### src/rtl/aos_stream_bridge.sv
// Register-mapped bridge between the memory slave adaptor and the AOS byte-stream core:
// TX holding register with TLAST, RX FIFO with overflow policy, counters, flush and IRQ.
module aos_stream_bridge #(
    parameter int DATA_WIDTH      = 32,
    parameter int STRM_WIDTH      = 8,
    parameter int FIFO_DEPTH      = 16,
    parameter int FRAME_W_WIDTH   = 9,
    parameter int DEFAULT_FRAME   = 128,
    parameter int RX_BACKPRESSURE = 0
) (
    input  logic                     clk,
    input  logic                     rst,
    input  logic                     mem_req_i,
    input  logic [1:0]               mem_addr_i,
    input  logic                     mem_we_i,
    input  logic [3:0]               mem_be_i,
    input  logic [DATA_WIDTH-1:0]    mem_wdata_i,
    output logic [DATA_WIDTH-1:0]    mem_rdata_o,
    output logic [FRAME_W_WIDTH-1:0] frame_width_o,
    output logic [STRM_WIDTH-1:0]    strm_in_data_o,
    output logic                     strm_in_last_o,
    output logic                     strm_in_valid_o,
    input  logic                     strm_in_ready_i,
    input  logic [STRM_WIDTH-1:0]    strm_out_data_i,
    input  logic                     strm_out_last_i,
    input  logic                     strm_out_valid_i,
    output logic                     strm_out_ready_o,
    output logic                     irq_o
);
    localparam int PTR_W = $clog2(FIFO_DEPTH);
    localparam int CNT_W = PTR_W + 1;

    logic [STRM_WIDTH:0] fifo_mem [FIFO_DEPTH];
    logic [PTR_W-1:0]    wr_ptr, rd_ptr;
    logic [CNT_W-1:0]    rx_count;
    logic                rx_empty, rx_full, rx_ovf, tx_drop, irq_en;
    logic [15:0]         ovf_cnt;
    logic [STRM_WIDTH:0] head;
    logic [31:0]         rd_word;

    logic wr, rd, data_wr, stat_wr, ctrl_wr, ovfc_wr, flush;
    logic pop, push_req, push, drop;
    logic unused;

    assign unused   = ^{mem_wdata_i, mem_be_i};

    assign wr       = mem_req_i & mem_we_i;
    assign rd       = mem_req_i & ~mem_we_i;
    assign data_wr  = wr & (mem_addr_i == 2'd0) & mem_be_i[0];
    assign stat_wr  = wr & (mem_addr_i == 2'd1) & mem_be_i[3];
    assign ctrl_wr  = wr & (mem_addr_i == 2'd2);
    assign ovfc_wr  = wr & (mem_addr_i == 2'd3);
    assign flush    = ctrl_wr & mem_be_i[3] & mem_wdata_i[31];

    assign rx_empty = (rx_count == '0);
    assign rx_full  = (rx_count == CNT_W'(FIFO_DEPTH));
    assign strm_out_ready_o = (RX_BACKPRESSURE != 0) ? ~rx_full : 1'b1;

    // A pop in the same cycle frees the slot a push into a full FIFO needs.
    assign pop      = rd & (mem_addr_i == 2'd0) & ~rx_empty;
    assign push_req = strm_out_valid_i & strm_out_ready_o & ~flush;
    assign push     = push_req & (~rx_full | pop);
    assign drop     = push_req & rx_full & ~pop;
    assign head     = fifo_mem[rd_ptr];

    always_ff @(posedge clk) begin
        if (!rst && push)
            fifo_mem[wr_ptr] <= {strm_out_last_i, strm_out_data_i};
    end

    always_ff @(posedge clk) begin
        if (rst || flush) begin
            wr_ptr   <= '0;
            rd_ptr   <= '0;
            rx_count <= '0;
        end else begin
            if (push) wr_ptr <= wr_ptr + 1'b1;
            if (pop)  rd_ptr <= rd_ptr + 1'b1;
            case ({push, pop})
                2'b10:   rx_count <= rx_count + 1'b1;
                2'b01:   rx_count <= rx_count - 1'b1;
                default: rx_count <= rx_count;
            endcase
        end
    end

    // TX holding register: a write while valid (including the handshake cycle) is dropped.
    always_ff @(posedge clk) begin
        if (rst || flush) begin
            strm_in_valid_o <= 1'b0;
            strm_in_data_o  <= '0;
            strm_in_last_o  <= 1'b0;
        end else if (strm_in_valid_o) begin
            if (strm_in_ready_i) strm_in_valid_o <= 1'b0;
        end else if (data_wr) begin
            strm_in_valid_o <= 1'b1;
            strm_in_data_o  <= mem_wdata_i[STRM_WIDTH-1:0];
            strm_in_last_o  <= mem_wdata_i[31];
        end
    end

    // Sticky flags: a new event in the same cycle as a clear wins.
    always_ff @(posedge clk) begin
        if (rst || flush) begin
            rx_ovf  <= 1'b0;
            tx_drop <= 1'b0;
            ovf_cnt <= '0;
        end else begin
            if (stat_wr && mem_wdata_i[28]) rx_ovf  <= 1'b0;
            if (stat_wr && mem_wdata_i[27]) tx_drop <= 1'b0;
            if (drop) rx_ovf <= 1'b1;
            if (data_wr && strm_in_valid_o) tx_drop <= 1'b1;
            if (ovfc_wr)
                ovf_cnt <= '0;
            else if (drop && ovf_cnt != 16'hFFFF)
                ovf_cnt <= ovf_cnt + 16'd1;
        end
    end

    always_ff @(posedge clk) begin
        if (rst) begin
            frame_width_o <= FRAME_W_WIDTH'(DEFAULT_FRAME);
            irq_en        <= 1'b0;
        end else if (ctrl_wr) begin
            for (int i = 0; i < FRAME_W_WIDTH; i++)
                if (mem_be_i[i/8]) frame_width_o[i] <= mem_wdata_i[i];
            if (mem_be_i[2]) irq_en <= mem_wdata_i[16];
        end
    end

    always_comb begin
        rd_word = '0;
        case (mem_addr_i)
            2'd0: if (!rx_empty) begin
                rd_word[31]             = 1'b1;
                rd_word[30]             = head[STRM_WIDTH];
                rd_word[STRM_WIDTH-1:0] = head[STRM_WIDTH-1:0];
            end
            2'd1: rd_word = {strm_in_valid_o, rx_empty, rx_full, rx_ovf, tx_drop,
                             11'b0, 16'(rx_count)};
            2'd2: begin
                rd_word[FRAME_W_WIDTH-1:0] = frame_width_o;
                rd_word[16]                = irq_en;
            end
            default: rd_word[15:0] = ovf_cnt;
        endcase
    end

    always_ff @(posedge clk) begin
        if (rst) begin
            mem_rdata_o <= '0;
            irq_o       <= 1'b0;
        end else begin
            mem_rdata_o <= '0;
            if (rd) mem_rdata_o[31:0] <= rd_word;
            irq_o <= irq_en & (~rx_empty | rx_ovf | tx_drop);
        end
    end
endmodule

### config.mk
export PLATFORM = sky130hd
export DESIGN_NAME = aos_stream_bridge
export DESIGN_NICKNAME = d
export VERILOG_FILES = /design/src/rtl/aos_stream_bridge.sv
export SDC_FILE = /design/constraint.sdc
export NUM_CORES = 1
export LEC_CHECK = 0
export BUFFER_PORTS_ARGS = -buffer_cell sky130_fd_sc_hd__buf_2
export CAP_MARGIN = 30
export CORE_MARGIN = 2
export CORE_UTILIZATION = 48
export DETAILED_ROUTE_END_ITERATION = 10
export GPL_TIMING_DRIVEN = 0
export PLACE_DENSITY_LB_ADDON = 0.12
export SETUP_SLACK_MARGIN = 0.02
export SLEW_MARGIN = 20
export SYNTH_ARGS = -nofsm -noshare
export SYNTH_HDL_FRONTEND = slang
export SYNTH_SLANG_ARGS = --single-unit
### constraint.sdc
create_clock -name clk -period 3.05 [get_ports clk]
set_clock_uncertainty 0.05 [all_clocks]
set_input_delay 0.305 -clock clk [delete_from_list [all_inputs] [get_ports clk]]
set_output_delay 0.305 -clock clk [all_outputs]
set_load 0.1 [all_outputs]
==> run_results.csv <==
group,metric,value,unit
final_layout,drive_gt1_share,23.2,%
place,dp_cells,989,
logic_synthesis,yosys.area.top_type,"edfxtp_1",
logic_synthesis,synth_flop_cell,"edfxtp_1",
power_and_ir_drop,power,6.45,mW
critical_path,critical_path_class,"in2reg",
logic_synthesis,ys_seq_elements,222,
sta,rsz0062_at_grt,"false",
cts,cts.sinks,222,
sta,finalCritPeriodShare,91.1,%
global_route,overflow,0,
global_route,grt_max_degree,17,
hold_path,min_path_type,"in2reg",
power_and_ir_drop,leakage,3.82,nW
critical_path,end_kind,"register",
final_layout,post-route-util,57.9,%
sta,whs,0.0155,ns
routing,first_pass_iters,5,
logic_synthesis,synth_most_common_cell,"edfxtp_1",
cts,worstSkewPairLatency,0.53,ns
logic_synthesis,synth_cell_type_count,59,
logic_synthesis,ys_seq_area_share,64.9,%
routing,ant_nets,0,
sta,relSlewSlack,44.5,%
flow_run,cap_viol_max_count,0,
place,port_buffers,75,
logic_synthesis,yosysTopAreaCellShare,47.7,%
critical_path,worstPathMaxFanout,9,
logic_synthesis,synth_edf_count,144,
logic_synthesis,yosys_warnings,0,
final_layout,stdcell_count,1043,
routing,wire_per_inst,20.6,µm
sta,tightest_slew,0.833,ns
final_layout,diodes,0,
floorplanning,initial_core_util,48.6,%
sta,maxSlewViolCount,0,
sta,finalHoldViolations,0,
sta,setup_ws,0.271,ns
power_and_ir_drop,clock_power_share,43.6,%
cts,cts_setup_buffers,0,
global_route,first_global_vias,5906,
critical_path,setup.worst_path.start_class,"input pin",
logic_synthesis,syn_inst,662,
sta,max_freq,0.360,GHz
cts,cts_tree,"built",
power_and_ir_drop,combPwrFrac,6.1,%
cts,numCtsBuffers,24,
cts,htreeDepth,1,
global_route,grt.met1_usage,28.0,%
final_layout,nets,860,
cts,clk_path_buf_depth,3,
cts,clkTransAtPathRegs,0.06,ns
floorplanning,die_h,141,µm
power_and_ir_drop,ir_drop,0.428,mV
routing,drt_iter0_drc,473,
global_route,gr-usage-met2,37.0,%
global_route,grtUsageMet3,3.85,%
logic_synthesis,syn_area,0.00907,mm²
run_status,status,"completed",
floorplanning,rows,50,
logic_synthesis,synth_area_per_cell,13.7,µm²
place,place_ws,-0.168,ns
power_and_ir_drop,internal_power,5.01,mW
sta,setup_viol,0,
routing,vias_per_cell,5.75,
sta,fin_crit,2.78,ns
logic_synthesis,async_reset_ff_share,0,%
place,dp_hpwl,14.8,mm
floorplanning,ios,106,
floorplanning,dieArea,0.0200,mm²
global_route,grt-busiest-layer,"met2",
floorplanning,core,0.0186,mm²
routing,vias,5998,
place,finalWeightedCongestion,0.860,
logic_synthesis,synth.area.top_cells,"edfxtp_1 48%, dfxtp_1 17%, mux4_2 7.5%",
power_and_ir_drop,power_density,598,mW/mm²
power_and_ir_drop,p_sw_share,22.4,%
global_route,antenna_found_initial,0,
floorplanning,die_w,141,µm
power_and_ir_drop,pwr-share-seq,50.3,%
critical_path,required,3.40,ns
final_layout,syn_to_final_growth,19.0,%
power_and_ir_drop,p_switching,1.45,mW
routing,wl,21.5,mm
critical_path,worstPathArrival,3.13,ns
routing,drc_errors,0,
global_route,grt_pass1_wl,32.6,mm
logic_synthesis,synthTopCellsByCount,"144 x edfxtp_1, 78 x dfxtp_1, 54 x nand2_1",
cts,cts-root-buf,"clkbuf_16",
global_route,grtUsageTotal,21.4,%
==> metal layers <==
layer / up-vias / wire length (µm)
met4: 0 / 500
met5: - / 0
met1: 3007 / 9210
met3: 41 / 1190
li1: 2751 / -
met2: 199 / 10600
==> metrics by stage <==
step / cell area [µm²] / setup TNS (ns)
after floorplan: 9100 / 0
after global placement: 9770 / -27.84
after detailed placement: 9900 / -0.168
after CTS: 10800 / 0
after global routing: 10800 / 0
final: 10800 / 0
==> kinds of logic (layout without fill, tap and decap cells) <==
| family | count (synthesis) | after routing | synth area share, % |
|---|---|---|---|
| compound gates | 95 | 95 | 7.23 |
| mux | 60 | 60 | 10.8 |
| xor+xnor | 10 | 10 | 0.966 |
| buf+inv | 59 | 197 | 2.99 |
| other cells | 2 | 11 | 0.0828 |
| flops | 222 | 222 | 64.9 |
| fa+ha+maj | 14 | 14 | 2.01 |
| simple gates | 200 | 200 | 11.0 |
==> placed cells by master (no fill, tap or decap), types with 5 or more instances in the layout <==
cell type	synthesis	routed
a21oi_1	33	33
edfxtp_1	144	144
xnor2_1	7	7
nand2_1	54	54
and3_1	5	5
nor2_1	48	41
buf_1	5	5
o21ai_0	11	11
mux4_2	30	30
buf_4	11	15
a221oi_1	15	15
nor2b_1	5	5
o31ai_1	5	5
clkbuf_16	0	24
nand3_1	21	21
conb_1	2	11
clkinv_1	1	7
ha_1	13	13
mux2i_1	29	29
nor2_2	1	8
dlygate4sd3_1	0	11
inv_1	18	17
buf_6	0	6
and2_1	9	9
nand4_1	10	10
a221o_1	5	5
dfxtp_1	78	78
nor3_1	15	11
clkbuf_1	17	22
buf_2	7	82
==> area by class of cell <==
type,count,area [µm²]
Inverter,19,71.3
Tap cell,234,293
Fill cell,1490,7850
Clock inverter,11,123
Sequential cell,222,5890
Buffer,40,200
Multi-Input combinational cell,390,2990
Clock buffer,31,647
Timing Repair Buffer,96,583
==> worst max-delay path, cell delays in order <==
cell and delay (ns):
dlygate4sd3_1 0.53, buf_2 0.16, and3b_1 0.34, a21boi_1 0.23, nand2_1 0.15, inv_2 0.19
ha_1 0.29, a21o_1 0.19, a21oi_1 0.16, mux2i_1 0.23, mux2_2 0.34
==> final timing paths <==
| check | startpoint | to | slack [ns] | cells after the start |
|---|---|---|---|---|
| max | mem_we_i | rx_count[4] | 0.27 | 11 |
| min | mem_be_i[1] | frame_width_o[8] | 0.02 | 3 |
| max reg2reg | rx_count[0] | rx_count[4] | 0.33 | 9 |
| min reg2reg | irq_en | irq_o | 0.42 | 1 |
==> sequential cells by signal, indices dropped and copies added (netlist names), 4 cells and up, named ones only <==
| signal | count |
|---|---|
| fifo_mem | 144 |
| frame_width_o | 9 |
| mem_rdata_o | 22 |
| ovf_cnt | 16 |
| rd_ptr | 4 |
| rx_count | 5 |
| strm_in_data_o | 8 |
| wr_ptr | 4 |
==> power groups by stage <==
| stage | Sequential (mW) | Clock (mW) | Combinational (mW) |
|---|---|---|---|
| final | 3.25 | 2.81 | 0.395 |
| after global routing | 3.25 | 2.97 | 0.422 |
| after CTS | 3.25 | 2.86 | 0.390 |
| after detailed placement | 3.31 | 0 | 0.377 |
| after global placement | 3.31 | 0 | 0.364 |
| after floorplan | 3.35 | 0 | 0.213 |
==> timing repair <==
item | CTS | global route
hold buffers | 11 | 0
setup endpoints to repair | 0 | 1
resized for setup | 0 | 4
hold endpoints to repair | 16 | 0
No activity file was read; power rests on OpenSTA's default activity.
